**config.mk**
```make
export PLATFORM = sky130hd
export DESIGN_NAME = keypad_hex_entry
export DESIGN_NICKNAME = d
export VERILOG_FILES = /design/src/rtl/keypad_hex_entry.sv
export SDC_FILE = /design/constraint.sdc
export NUM_CORES = 1
export LEC_CHECK = 0
export CAP_MARGIN = 20
export CORE_MARGIN = 5
export CORE_UTILIZATION = 54
export DETAILED_ROUTE_END_ITERATION = 10
export GPL_TIMING_DRIVEN = 0
export PLACE_DENSITY = 0.78
export SETUP_SLACK_MARGIN = 0.2
export SLEW_MARGIN = 10
export SYNTH_ARGS = -nofsm -noshare
export SYNTH_HDL_FRONTEND = slang
export SYNTH_SLANG_ARGS = --single-unit
```
**constraint.sdc**
```tcl
create_clock -name clk -period 12.4 [get_ports clk]
set_clock_uncertainty 0.2 [all_clocks]
set_input_delay 2.48 -clock clk [delete_from_list [all_inputs] [get_ports clk]]
set_output_delay 2.48 -clock clk [all_outputs]
set_load 0.01 [all_outputs]
```
**src/rtl/keypad_hex_entry.sv**
```systemverilog
// 4x4 hex keypad scanner, frame-level press/release tracking and a shifting seven-segment entry buffer.
// Define KEYPAD_DEBOUNCE_EN to require DEBOUNCE_SCANS identical frames for press and release.
module keypad_hex_entry #(
  parameter int COL_DWELL      = 50000,
  parameter int SAMPLE_OFFSET  = 8,
  parameter int DIGITS         = 4,
  parameter int DEBOUNCE_SCANS = 3
) (
  input  logic                        clk,
  input  logic                        rst_n,
  input  logic [3:0]                  Row,
  output logic [3:0]                  Col,
  input  logic                        en,
  input  logic                        clr,
  output logic                        key_valid,
  output logic [3:0]                  DecodeOut,
  output logic                        key_held,
  output logic [DIGITS*8-1:0]         seg,
  output logic [$clog2(DIGITS+1)-1:0] digit_count
);
  localparam int CW = $clog2(COL_DWELL);
  localparam int NW = $clog2(DIGITS+1);
  localparam logic [CW-1:0] LAST = CW'(COL_DWELL - 1);
  localparam logic [CW-1:0] SOFF = CW'(SAMPLE_OFFSET);
  // Key code for each frame bit, indexed by {column, Row bit}.
  localparam logic [63:0]  KEYMAP = 64'hABCD_369E_258F_1470;
  localparam logic [127:0] SEGTAB = 128'h8E86_A1C6_8388_9080_F882_9299_B0A4_F9C0;

  if (COL_DWELL < 2 || SAMPLE_OFFSET >= COL_DWELL || DIGITS < 1 || DEBOUNCE_SCANS < 1) begin : g_bad_params
    $error("keypad_hex_entry: illegal parameter combination");
  end

  typedef enum logic [1:0] {DRIVE, SAMPLE, DWELL} scan_t;
  scan_t               state;
  logic [CW-1:0]       dwell;
  logic [1:0]          col, col_nxt;
  logic [15:0]         samp, frame;
  logic [4:0]          nlow;
  logic [3:0]          code;
  logic                col_end, frame_end, sample_now, single, none, accept, release_k;
  logic [DIGITS*8-1:0] shifted;

  assign col_end    = (dwell == LAST);
  assign frame_end  = col_end && (col == 2'd3);
  assign sample_now = (state != DWELL) && (dwell == SOFF);
  assign col_nxt    = col_end ? col + 2'd1 : col;

  always_ff @(posedge clk or negedge rst_n) begin
    if (!rst_n) begin
      state <= DRIVE;
      dwell <= '0;
      col   <= 2'd0;
      Col   <= 4'b1111;
      samp  <= '1;
    end else begin
      dwell <= col_end ? '0 : dwell + CW'(1);
      col   <= col_nxt;
      Col   <= ~(4'b1000 >> col_nxt);
      if (col_end)           state <= DRIVE;
      else if (dwell < SOFF) state <= SAMPLE;
      else                   state <= DWELL;
      if (sample_now) samp[{col, 2'b00} +: 4] <= Row;
    end
  end

  // Column 3 may be sampled on the frame's last cycle, so bypass the live row in.
  always_comb begin
    frame = samp;
    if (sample_now) frame[{col, 2'b00} +: 4] = Row;
    nlow = '0;
    code = '0;
    for (int i = 0; i < 16; i++) begin
      if (!frame[i]) begin
        nlow = nlow + 5'd1;
        code = KEYMAP[i*4 +: 4];
      end
    end
  end

  assign single = (nlow == 5'd1);
  assign none   = (nlow == 5'd0);

`ifdef KEYPAD_DEBOUNCE_EN
  localparam int SW = $clog2(DEBOUNCE_SCANS+1);
  localparam logic [SW-1:0] NEED = SW'(DEBOUNCE_SCANS);
  logic [SW-1:0] stab, stab_nxt, stab_inc;
  logic [3:0]    cand;

  assign stab_inc = (stab == NEED) ? stab : stab + SW'(1);

  always_comb begin
    accept    = 1'b0;
    release_k = 1'b0;
    stab_nxt  = stab;
    if (frame_end) begin
      if (!key_held) begin
        stab_nxt = '0;
        if (single) stab_nxt = (code == cand && stab != '0) ? stab_inc : SW'(1);
        if (single && stab_nxt >= NEED) begin
          accept   = 1'b1;
          stab_nxt = '0;
        end
      end else begin
        stab_nxt = none ? stab_inc : '0;
        if (none && stab_nxt >= NEED) begin
          release_k = 1'b1;
          stab_nxt  = '0;
        end
      end
    end
  end

  always_ff @(posedge clk or negedge rst_n) begin
    if (!rst_n) begin
      stab <= '0;
      cand <= '0;
    end else begin
      stab <= stab_nxt;
      if (frame_end && single && !key_held) cand <= code;
    end
  end
`else
  assign accept    = frame_end && !key_held && single;
  assign release_k = frame_end && key_held && none;
`endif

  always_comb begin
    shifted      = seg << 8;
    shifted[7:0] = SEGTAB[code*8 +: 8];
  end

  always_ff @(posedge clk or negedge rst_n) begin
    if (!rst_n) begin
      key_valid   <= 1'b0;
      DecodeOut   <= 4'd0;
      key_held    <= 1'b0;
      seg         <= '1;
      digit_count <= '0;
    end else begin
      key_valid <= accept;
      if (accept) begin
        DecodeOut <= code;
        key_held  <= 1'b1;
      end else if (release_k) begin
        key_held  <= 1'b0;
      end
      if (clr) begin
        seg         <= '1;
        digit_count <= '0;
      end else if (accept && en) begin
        seg <= shifted;
        if (digit_count != NW'(DIGITS)) digit_count <= digit_count + NW'(1);
      end
    end
  end
endmodule

```
==> results of run 1 <==
==> metal layers <==
| layer | up-vias | routed length, um | global-route usage [%] |
|---|---|---|---|
| li1 | 2683 | - | - |
| met1 | 2886 | 7720 | 33.9 |
| met2 | 239 | 9160 | 41.6 |
| met3 | 46 | 1050 | 3.60 |
| met4 | 0 | 420 | 5.50 |
| met5 | - | 0 | 0 |
==> worst min-delay path by stage <==
stage | endpoint | cells after the start
4_1_cts | dwell[0] | 1
6_report | dwell[0] | 1
2_1_floorplan | dwell[0] | 1
3_3_place_gp | dwell[0] | 1
3_5_place_dp | dwell[0] | 1
5_1_grt | DecodeOut[0] | 1
==> flip-flops by register name, indices dropped and copies added, names as in the netlist <==
name and flops:
Col 4, DecodeOut 4, col 2, digit_count 3, dwell 16, key_held 1, key_valid 1, samp 16
seg 28, state 2
==> through the flow <==
stage               hold slack (ns)  power, W  instance area [um^2]  setup TNS, ns
floorplan                     0.247  0.000533                  6410              0
global placement              0.260  0.000577                  7040         -25.53
detailed placement            0.279  0.000591                  7060         -35.64
CTS                           0.287  0.000989                  7780              0
global route                  0.332   0.00118                  8320          -8.20
finish                        0.281   0.00114                  8320              0
==> cells by family (layout without fill, tap and decap cells) <==
group                    count (synthesis)  after routing  synth area share (%)
AO/OA/AOI/OAI                          116            116                  13.9
XOR/XNOR                                66             66                  12.5
adder cells (fa/ha/maj)                 28             28                  5.67
buffers and inverters                   68            190                  4.84
flip-flops                              77             77                  32.2
multiplexers                            45             45                  7.39
other                                    1              4                0.0607
AND/OR/NAND/NOR                        285            285                  23.5
==> final cells by class <==
class / instances / area [um^2] / share of cell area (%)
Timing Repair Buffer: 106 / 980 / 11.8
Multi-Input combinational cell: 544 / 4500 / 54.1
Sequential cell: 77 / 1990 / 23.9
Buffer: 29 / 220 / 2.65
Tap cell: 143 / 179 / 2.15
Clock buffer: 9 / 225 / 2.71
Clock inverter: 7 / 77.6 / 0.932
Inverter: 39 / 148 / 1.77
==> what timing repair did <==
action                     4_1_cts  5_1_grt
resized for setup               33       58
cloned                           0        2
hold endpoints to repair         0        0
setup endpoints to repair       37       37
pin swaps                       33       33
setup buffers                   34       23
==> power groups by stage <==
stage	Clock, W	Combinational, W	Sequential [W]
4_1_cts	0.000274	0.000461	0.000255
6_report	0.000272	0.000611	0.000255
3_5_place_dp	0	0.000332	0.000259
2_1_floorplan	0	0.000274	0.000259
3_3_place_gp	0	0.000318	0.000259
5_1_grt	0.000286	0.000638	0.000255
==> placed cells by master (no fill, tap or decap), types with 18 or more instances in the layout <==
cell type,count
xnor2_1,32
nor2_1,71
dfstp_2,48
mux2i_1,32
clkdlybuf4s50_1,43
ha_1,18
nand3_1,30
nand2_1,59
inv_1,29
buf_4,58
dfrtp_1,29
==> flow_metrics.tcl, run 1 <==
set metrics [dict create \
    cts_tree "built" \
    reg2regPathDepth 59 \
    numCtsBuffers 9 \
    rrSetupSlack_ns 0.32 \
    drt-initial-drc-count 405 \
    yosysWarningCount 0 \
    nNetsFinal 842 \
    wl_per_cell_um 19.2 \
    p_seq_share_pct 22.4 \
    max-vdd-ir-drop_v 0.0000924 \
    period_minus_slack_ns 12.35 \
    cp.required_ns 12.45 \
    drt_drc_violations_left 0 \
    fin_crit_sh_pct 99.6 \
    finalNonFillerCells 954 \
    die_x_um 117 \
    synth.avg_cell_area_um2 9.00 \
    dp_cells 878 \
    path_buf_inv 7 \
    combPwrFrac_pct 53.6 \
    status "complete, no violations" \
    crit_start "Row[0]" \
    hp-class "reg2reg" \
    slew_viol_final 0 \
    vias 5854 \
    n_antenna_cell 0 \
    switching_share_pct 36.1 \
    crit_top_cell "ha_4" \
    start_util_pct 54.6 \
    synth.cell_area_um2 6180 \
    critical-path-top-delay-family "adder cells" \
    worstSetupPathDepth 57 \
    ys_async_sr_fraction_pct 100 \
    n_fill_cell 756 \
    slowest_stage "or3b_4" \
    r2r-start "dwell[13]" \
    syn_to_final_growth_pct 34.7 \
    first_global_vias 5586 \
    die_h_um 117 \
    cts_hold_buf 0 \
    die_area_um2 13700 \
    fin_util_pct 73.5 \
    end_kind "register" \
    coreArea_um2 11300 \
    endpoint "digit_count[2]" \
    synth_top_cells_by_area "dfstp_2, dfrtp_1, mux2i_1, ha_1, nor2_1" \
    power_density_nw_per_um2 137 \
    synth.most_common_cell "nor2_1" \
    fmax_mhz 81.0 \
    overflow 0 \
    clk_pin_slew_ns 0.06 \
    dp_hpwl_um 11600 \
    finalWorstSetupSlack_ns 0.0528 \
    rows 39 \
    cap_violations 0 \
    netlist_instances 686 \
    synth_cell_types 89 \
    critPathMaxFanout 8 \
    ys.flop_type "dfstp_2" \
    slowest_delay_ns 0.42 \
    worstPathArrival_ns 12.40 \
    synth_edf_count 0 \
    hold_start "dwell[0]" \
    wl_um 18400 \
    start_kind "primary input" \
    grt_pass1_wl_um 27300 \
    ys_seq_elements 77 \
    postRouteAntennaNets 0 \
    p_sw_w 0.000410 \
    clock_latency_ns 0.34 \
    yosys.area.top_type "dfstp_2" \
    htree_levels 3 \
    grt.total_usage_pct 24.7 \
    antenna_found_initial 0 \
    place_ws_ns -1.10 \
    netlist_top_cells_count "nor2_1, nand2_1, dfstp_2, mux2i_1, nand3_1" \
    synth_seq_area_share_pct 32.2 \
    grt_max_degree 66 \
    cell_internal_pwr_w 0.000728 \
    layout-drive-gt1-share_pct 32.3 \
    r2r-end "digit_count[2]" \
    relSlewSlack_pct 29.2 \
    timing_hold_violations_final 0 \
    clock_path_buffers 2 \
    place_congestion 0.871 \
    ios 53 \
    setup_viol 0 \
    dr.pass1.iters 5 \
    clock-sinks 77 \
    worst_pin_slew_ns 1.05 \
    leakage_nw 3.32 \
    cts_root_buf "clkbuf_16" \
    io_buffers 45 \
    rsz0062_at_grt "true" \
    avgViaCountPerCell 6.14 \
    p_clk_share_pct 23.9 \
    synth_top_cell_area_share_pct 20.4 \
    path_class "in2reg" \
]
Power figures use the tool's default switching activity.
==> inputs of run 2 (changes only) <==
--- a/config.mk
+++ b/config.mk
@@ -6,6 +6,7 @@
 export NUM_CORES = 1
 export LEC_CHECK = 0
 export CAP_MARGIN = 20
+export CORE_ASPECT_RATIO = 0.7
 export CORE_MARGIN = 5
 export CORE_UTILIZATION = 54
 export DETAILED_ROUTE_END_ITERATION = 10
==> run 2 against run 1 <==
Effect of this change:
- cell area is 3.2% higher
- core utilization is 3.9 points higher
- final cell count is 2.8% higher
- combinational power is 5.9% higher
- critical path type unchanged
- critical endpoint is now seg[18]
==> flow_metrics.tcl, run 2 (same netlist as run 1, synthesis figures left out) <==
set metrics [dict create \
    status "complete, no violations" \
    wl_um 19400 \
    placed_cell_area_um2 7070 \
    dr.pass1.iters 6 \
    p_sw_w 0.000423 \
    max-vdd-ir-drop_v 0.000102 \
    rsz0062_at_grt "true" \
    cap_violations 0 \
    start_kind "primary input" \
    die_h_um 99.5 \
    n_fill_cell 696 \
    vias 5978 \
    overflow 0 \
    avgViaCountPerCell 6.09 \
    hp-class "reg2reg" \
    fin_util_pct 77.4 \
    wl_per_cell_um 19.8 \
    syn_to_final_growth_pct 39.0 \
    largest-register "seg" \
    slowest_delay_ns 0.35 \
    cts_root_buf "clkbuf_16" \
    power_w 0.00119 \
    coreArea_um2 11100 \
    worst_pin_slew_ns 1.05 \
    clock_latency_ns 0.34 \
    stdcell_area_um2 8590 \
    p_seq_share_pct 21.4 \
    end_kind "register" \
    clock-sinks 77 \
    fmax_mhz 80.8 \
    io_buffers 45 \
    relSlewSlack_pct 29.3 \
    layout_common_cells "buf_4, nor2_1, nand2_1, dfstp_2, clkdlybuf4s50_1" \
    biggestRegsByFlops "seg: 28 flops, dwell: 16 flops, samp: 16 flops" \
    nNetsFinal 859 \
    cts_tree "built" \
    p_clk_share_pct 24.4 \
    fin_crit_sh_pct 99.8 \
    place_congestion 0.907 \
    die_x_um 138 \
    slew_viol_final 0 \
    grt.total_usage_pct 26.9 \
    setup_viol 0 \
    n_antenna_cell 0 \
    start_util_pct 55.7 \
    htree_levels 3 \
    final_common_cell "buf_4" \
    grt_pass1_wl_um 29300 \
    combPwrFrac_pct 54.2 \
    drt_drc_violations_left 0 \
    drt-initial-drc-count 533 \
    cell_internal_pwr_w 0.000771 \
    ios 53 \
    period_minus_slack_ns 12.38 \
    switching_share_pct 35.4 \
    dp_hpwl_um 12400 \
    timing_hold_violations_final 0 \
    rows 32 \
    worstPathArrival_ns 12.44 \
    leakage_nw 3.42 \
    rrSetupSlack_ns 0.34 \
    cts_hold_buf 0 \
    clock_path_buffers 2 \
    die_area_um2 13700 \
    grt_max_degree 69 \
    clk_pin_slew_ns 0.06 \
    crit_top_cell "ha_4" \
    critPathMaxFanout 7 \
    cp.required_ns 12.46 \
    largest_register_ffs 28 \
    power_density_nw_per_um2 139 \
    slowest_stage "xnor3_2" \
    first_global_vias 5752 \
    postRouteAntennaNets 0 \
    antenna_found_initial 0 \
    layout-drive-gt1-share_pct 34.1 \
    path_class "in2reg" \
    numCtsBuffers 9 \
]
[run 2: cell types whose count changed in the layout (fill, tap and decap cells not counted), sizes merged]
cell      before  now
buf           77   93
bufinv         1    2
clkbuf        23   24
clkinvlp       0    2
inv           42   39
[run 2: power by group through the flow]
stage	sequential, W	clock (W)	combinational, W
global placement	0.000259	0	0.000320
global route	0.000255	0.000308	0.000685
CTS	0.000255	0.000294	0.000474
detailed placement	0.000259	0	0.000335
floorplan	0.000259	0	0.000274
finish	0.000255	0.000292	0.000647
[run 2: what timing repair did]
item | CTS | global route
setup buffers | 48 | 27
cloned | 0 | 2
setup endpoints to repair | 37 | 37
resized for setup | 54 | 48
pin swaps | 37 | 47
[run 2: path summary, 6_finish.rpt]
kind | startpoint | end | depth (start not counted)
setup / recovery | Row[1] | seg[18] | 60
hold / removal | dwell[0] | dwell[0] | 1
setup reg to reg | dwell[13] | seg[18] | 62
hold reg to reg | dwell[0] | dwell[0] | 1
max in group asynchronous | rst_n | samp[3] | 2
min in group asynchronous | rst_n | digit_count[0] | 1
[run 2: per-layer routing]
metal / part of all wire, % / track usage [%]
met3: 7.4 / 5.61
met2: 46 / 42.1
met1: 43 / 38.6
met4: 2.9 / 6.38
met5: 0 / 0
[run 2: final cells by class]
cell class	count	area [um^2]	area share (%)
tap	153	191	2.23
buffer	29	231	2.70
sequential	77	1990	23.1
clock buffer	9	225	2.62
multi-input combinational	544	4560	53.1
timing repair buffer	123	1140	13.3
clock inverter	7	104	1.21
inverter	39	148	1.72
[run 2: worst max-delay path, delay by kind of cell]
kind                     cells  cell delay (ns)
AND/OR/NAND/NOR             19             2.26
AO/OA/AOI/OAI               14             2.05
multiplexers                 2             0.44
XOR/XNOR                     4             1.07
adder cells (fa/ha/maj)     12             3.10
buffers and inverters        9             0.97
[run 2: stage by stage]
stage	hold slack [ns]	setup TNS, ns	setup WS [ns]	cells
2_1_floorplan	0.247	0	0.0468	689
5_1_grt	0.310	-13.07	-0.434	981
3_3_place_gp	0.273	-31.49	-1.11	887
4_1_cts	0.295	0	0.129	952
6_report	0.294	0	0.0203	981
3_5_place_dp	0.286	-44.92	-1.41	888
==> inputs of run 3 (changes only) <==
--- a/config.mk
+++ b/config.mk
@@ -11,7 +11,8 @@
 export CORE_UTILIZATION = 54
 export DETAILED_ROUTE_END_ITERATION = 10
 export GPL_TIMING_DRIVEN = 0
-export PLACE_DENSITY = 0.78
+export HOLD_SLACK_MARGIN = 0.12
+export PLACE_DENSITY_LB_ADDON = 0.05
 export SETUP_SLACK_MARGIN = 0.2
 export SLEW_MARGIN = 10
 export SYNTH_ARGS = -nofsm -noshare
==> constraint.sdc (replaced) <==
create_clock -name clk -period 9.9 [get_ports clk]
set_clock_uncertainty 0.2 [all_clocks]
set_input_delay 1.98 -clock clk [delete_from_list [all_inputs] [get_ports clk]]
set_output_delay 1.98 -clock clk [all_outputs]
set_load 0.01 [all_outputs]
==> run 3 against run 2 <==
Effect of this change:
- the flow now finishes with violations (negative setup slack)
- core utilization fell by 1.4 points
- via count is 3.6% lower
- global-route usage is 1.3 points lower
- hold slack better by 0.016 ns
- final cell count is 1.8% lower
- critical path type unchanged
- largest power group unchanged
==> flow_metrics.tcl, run 3 (same netlist as run 1, synthesis figures left out) <==
set metrics [dict create \
    slowest_stage "ha_1" \
    leakage_nw 3.34 \
    finalWorstSetupSlack_ns -1.86 \
    die_x_um 138 \
    multiInputGateArea_um2 4550 \
    fmax_mhz 85.0 \
    die_h_um 99.5 \
    start_util_pct 55.7 \
    whs_ns 0.310 \
    cts_root_buf "clkbuf_16" \
    largest-register "seg" \
    layout_common_cells "nor2_1, nand2_1, buf_4, dfstp_2, clkdlybuf4s50_1" \
    place_congestion 0.916 \
    relSlewSlack_pct 30.7 \
    cap_violations 0 \
    critPathMaxFanout 5 \
    numCtsBuffers 9 \
    dr.pass1.iters 5 \
    drt-initial-drc-count 518 \
    cts_tree "built" \
    dp_hpwl_um 12200 \
    avgViaCountPerCell 5.99 \
    first_global_vias 5673 \
    seq_area_um2 1990 \
    timing_hold_violations_final 0 \
    worstPathArrival_ns 11.78 \
    grt_max_degree 69 \
    clk_pin_slew_ns 0.06 \
    biggestRegsByFlops "seg: 28 flops, dwell: 16 flops, samp: 16 flops" \
    end_kind "register" \
    crit_top_cell "ha_4" \
    finalSetupTns_ns -65.40 \
    power_density_nw_per_um2 161 \
    setup_viol 37 \
    htree_levels 3 \
    wl_um 17900 \
    clock_latency_ns 0.34 \
    status "finished, violations left" \
    postRouteAntennaNets 0 \
    rsz0062_at_grt "true" \
    largest_register_ffs 28 \
    top_layer_used "met4" \
    slowest_delay_ns 0.33 \
    nNetsFinal 841 \
    met2_length_um 8380 \
    vias 5765 \
    n_fill_cell 756 \
    layout-drive-gt1-share_pct 32.7 \
    antenna_found_initial 0 \
    power_w 0.00136 \
    fin_crit_sh_pct 119 \
    wirelength_met1_um 8180 \
    wl_per_cell_um 18.6 \
    ios 53 \
    grt_pass1_wl_um 28100 \
    die_area_um2 13700 \
    period_minus_slack_ns 11.76 \
    syn_to_final_growth_pct 36.5 \
    final_common_cell "nor2_1" \
    grt.total_usage_pct 25.7 \
    worst_pin_slew_ns 1.03 \
    coreArea_um2 11100 \
    path_class "in2reg" \
    clock_path_buffers 2 \
    start_kind "primary input" \
    slew_viol_final 0 \
    hp-class "reg2reg" \
    overflow 0 \
    rows 32 \
    cp.required_ns 9.92 \
    wl_met3_um 1040 \
    violations "negative setup slack" \
    io_buffers 45 \
    clock-sinks 77 \
    max-vdd-ir-drop_v 0.000111 \
    n_antenna_cell 0 \
    drt_drc_violations_left 0 \
]
==> run 3: changes by cell type in the layout (fill, tap and decap cells not counted), moves of 3 or more <==
cell,previous run,this run
nor2_1,68,71
mux2i_4,1,4
ha_4,11,8
mux2i_2,6,2
buf_4,72,52
==> run 3: worst paths after layout <==
check | start | to | slack [ns] | cells after the start
max in group asynchronous | rst_n | samp[3] | 7.61 | 2
hold reg to reg | dwell[0] | dwell[0] | 0.31 | 1
setup / recovery | Row[1] | DecodeOut[0] | -1.86 | 60
min in group asynchronous | rst_n | digit_count[0] | 1.27 | 1
hold / removal | dwell[0] | dwell[0] | 0.31 | 1
setup reg to reg | dwell[5] | DecodeOut[0] | -1.73 | 63
==> run 3: what timing repair did <==
item / in CTS / in global routing
pin swaps: 47 / 43
setup endpoints to repair: 37 / 37
hold buffers: 0 / 0
endpoints found under the hold margin: 0 / 0
gates resized for setup: 59 / 44
setup buffers: 43 / 14
gates cloned: 2 / 0
==> run 3: stage by stage <==
step           std cells  utilization (%)  cell area [um^2]  worst slack [ns]
2_1_floorplan        689                -              6410             -1.95
3_3_place_gp         887             63.6              7060             -2.93
3_5_place_dp         888             63.8              7080             -3.25
4_1_cts              949             72.8              8080             -1.99
5_1_grt              963             76.0              8430             -2.29
6_report             963             76.0              8430             -1.86
==> run 3: report_power, final <==
| part | internal (W) | switching, W |
|---|---|---|
| Clock | 0.000199 | 0.000140 |
| Combinational | 0.000365 | 0.000333 |
| Sequential | 0.000318 | 0.00000153 |
| Total | 0.000882 | 0.000475 |
==> run 3: area by class of cell <==
| cell class | count | share of cell area, % |
|---|---|---|
| Sequential cell | 77 | 23.6 |
| Tap cell | 153 | 2.27 |
| Buffer | 29 | 2.75 |
| Timing Repair Buffer | 105 | 12.1 |
| Multi-Input combinational cell | 544 | 53.9 |
| Clock buffer | 9 | 2.67 |
| Clock inverter | 7 | 0.950 |
| Inverter | 39 | 1.75 |
==> run 3: layer usage <==
| layer | vias up | track usage (%) |
|---|---|---|
| met4 | 0 | 7.44 |
| met5 | - | 0 |
| met1 | 2851 | 36.4 |
| li1 | 2682 | - |
| met3 | 40 | 4.95 |
| met2 | 192 | 40.1 |
==> run 3: worst max-delay path: cells and delay by family <==
kind                     cells  cell delay [ns]
AO/OA/AOI/OAI               14             2.00
adder cells (fa/ha/maj)     11             2.83
XOR/XNOR                     3             0.81
buffers and inverters       10             1.05
AND/OR/NAND/NOR             20             2.67
multiplexers                 2             0.40
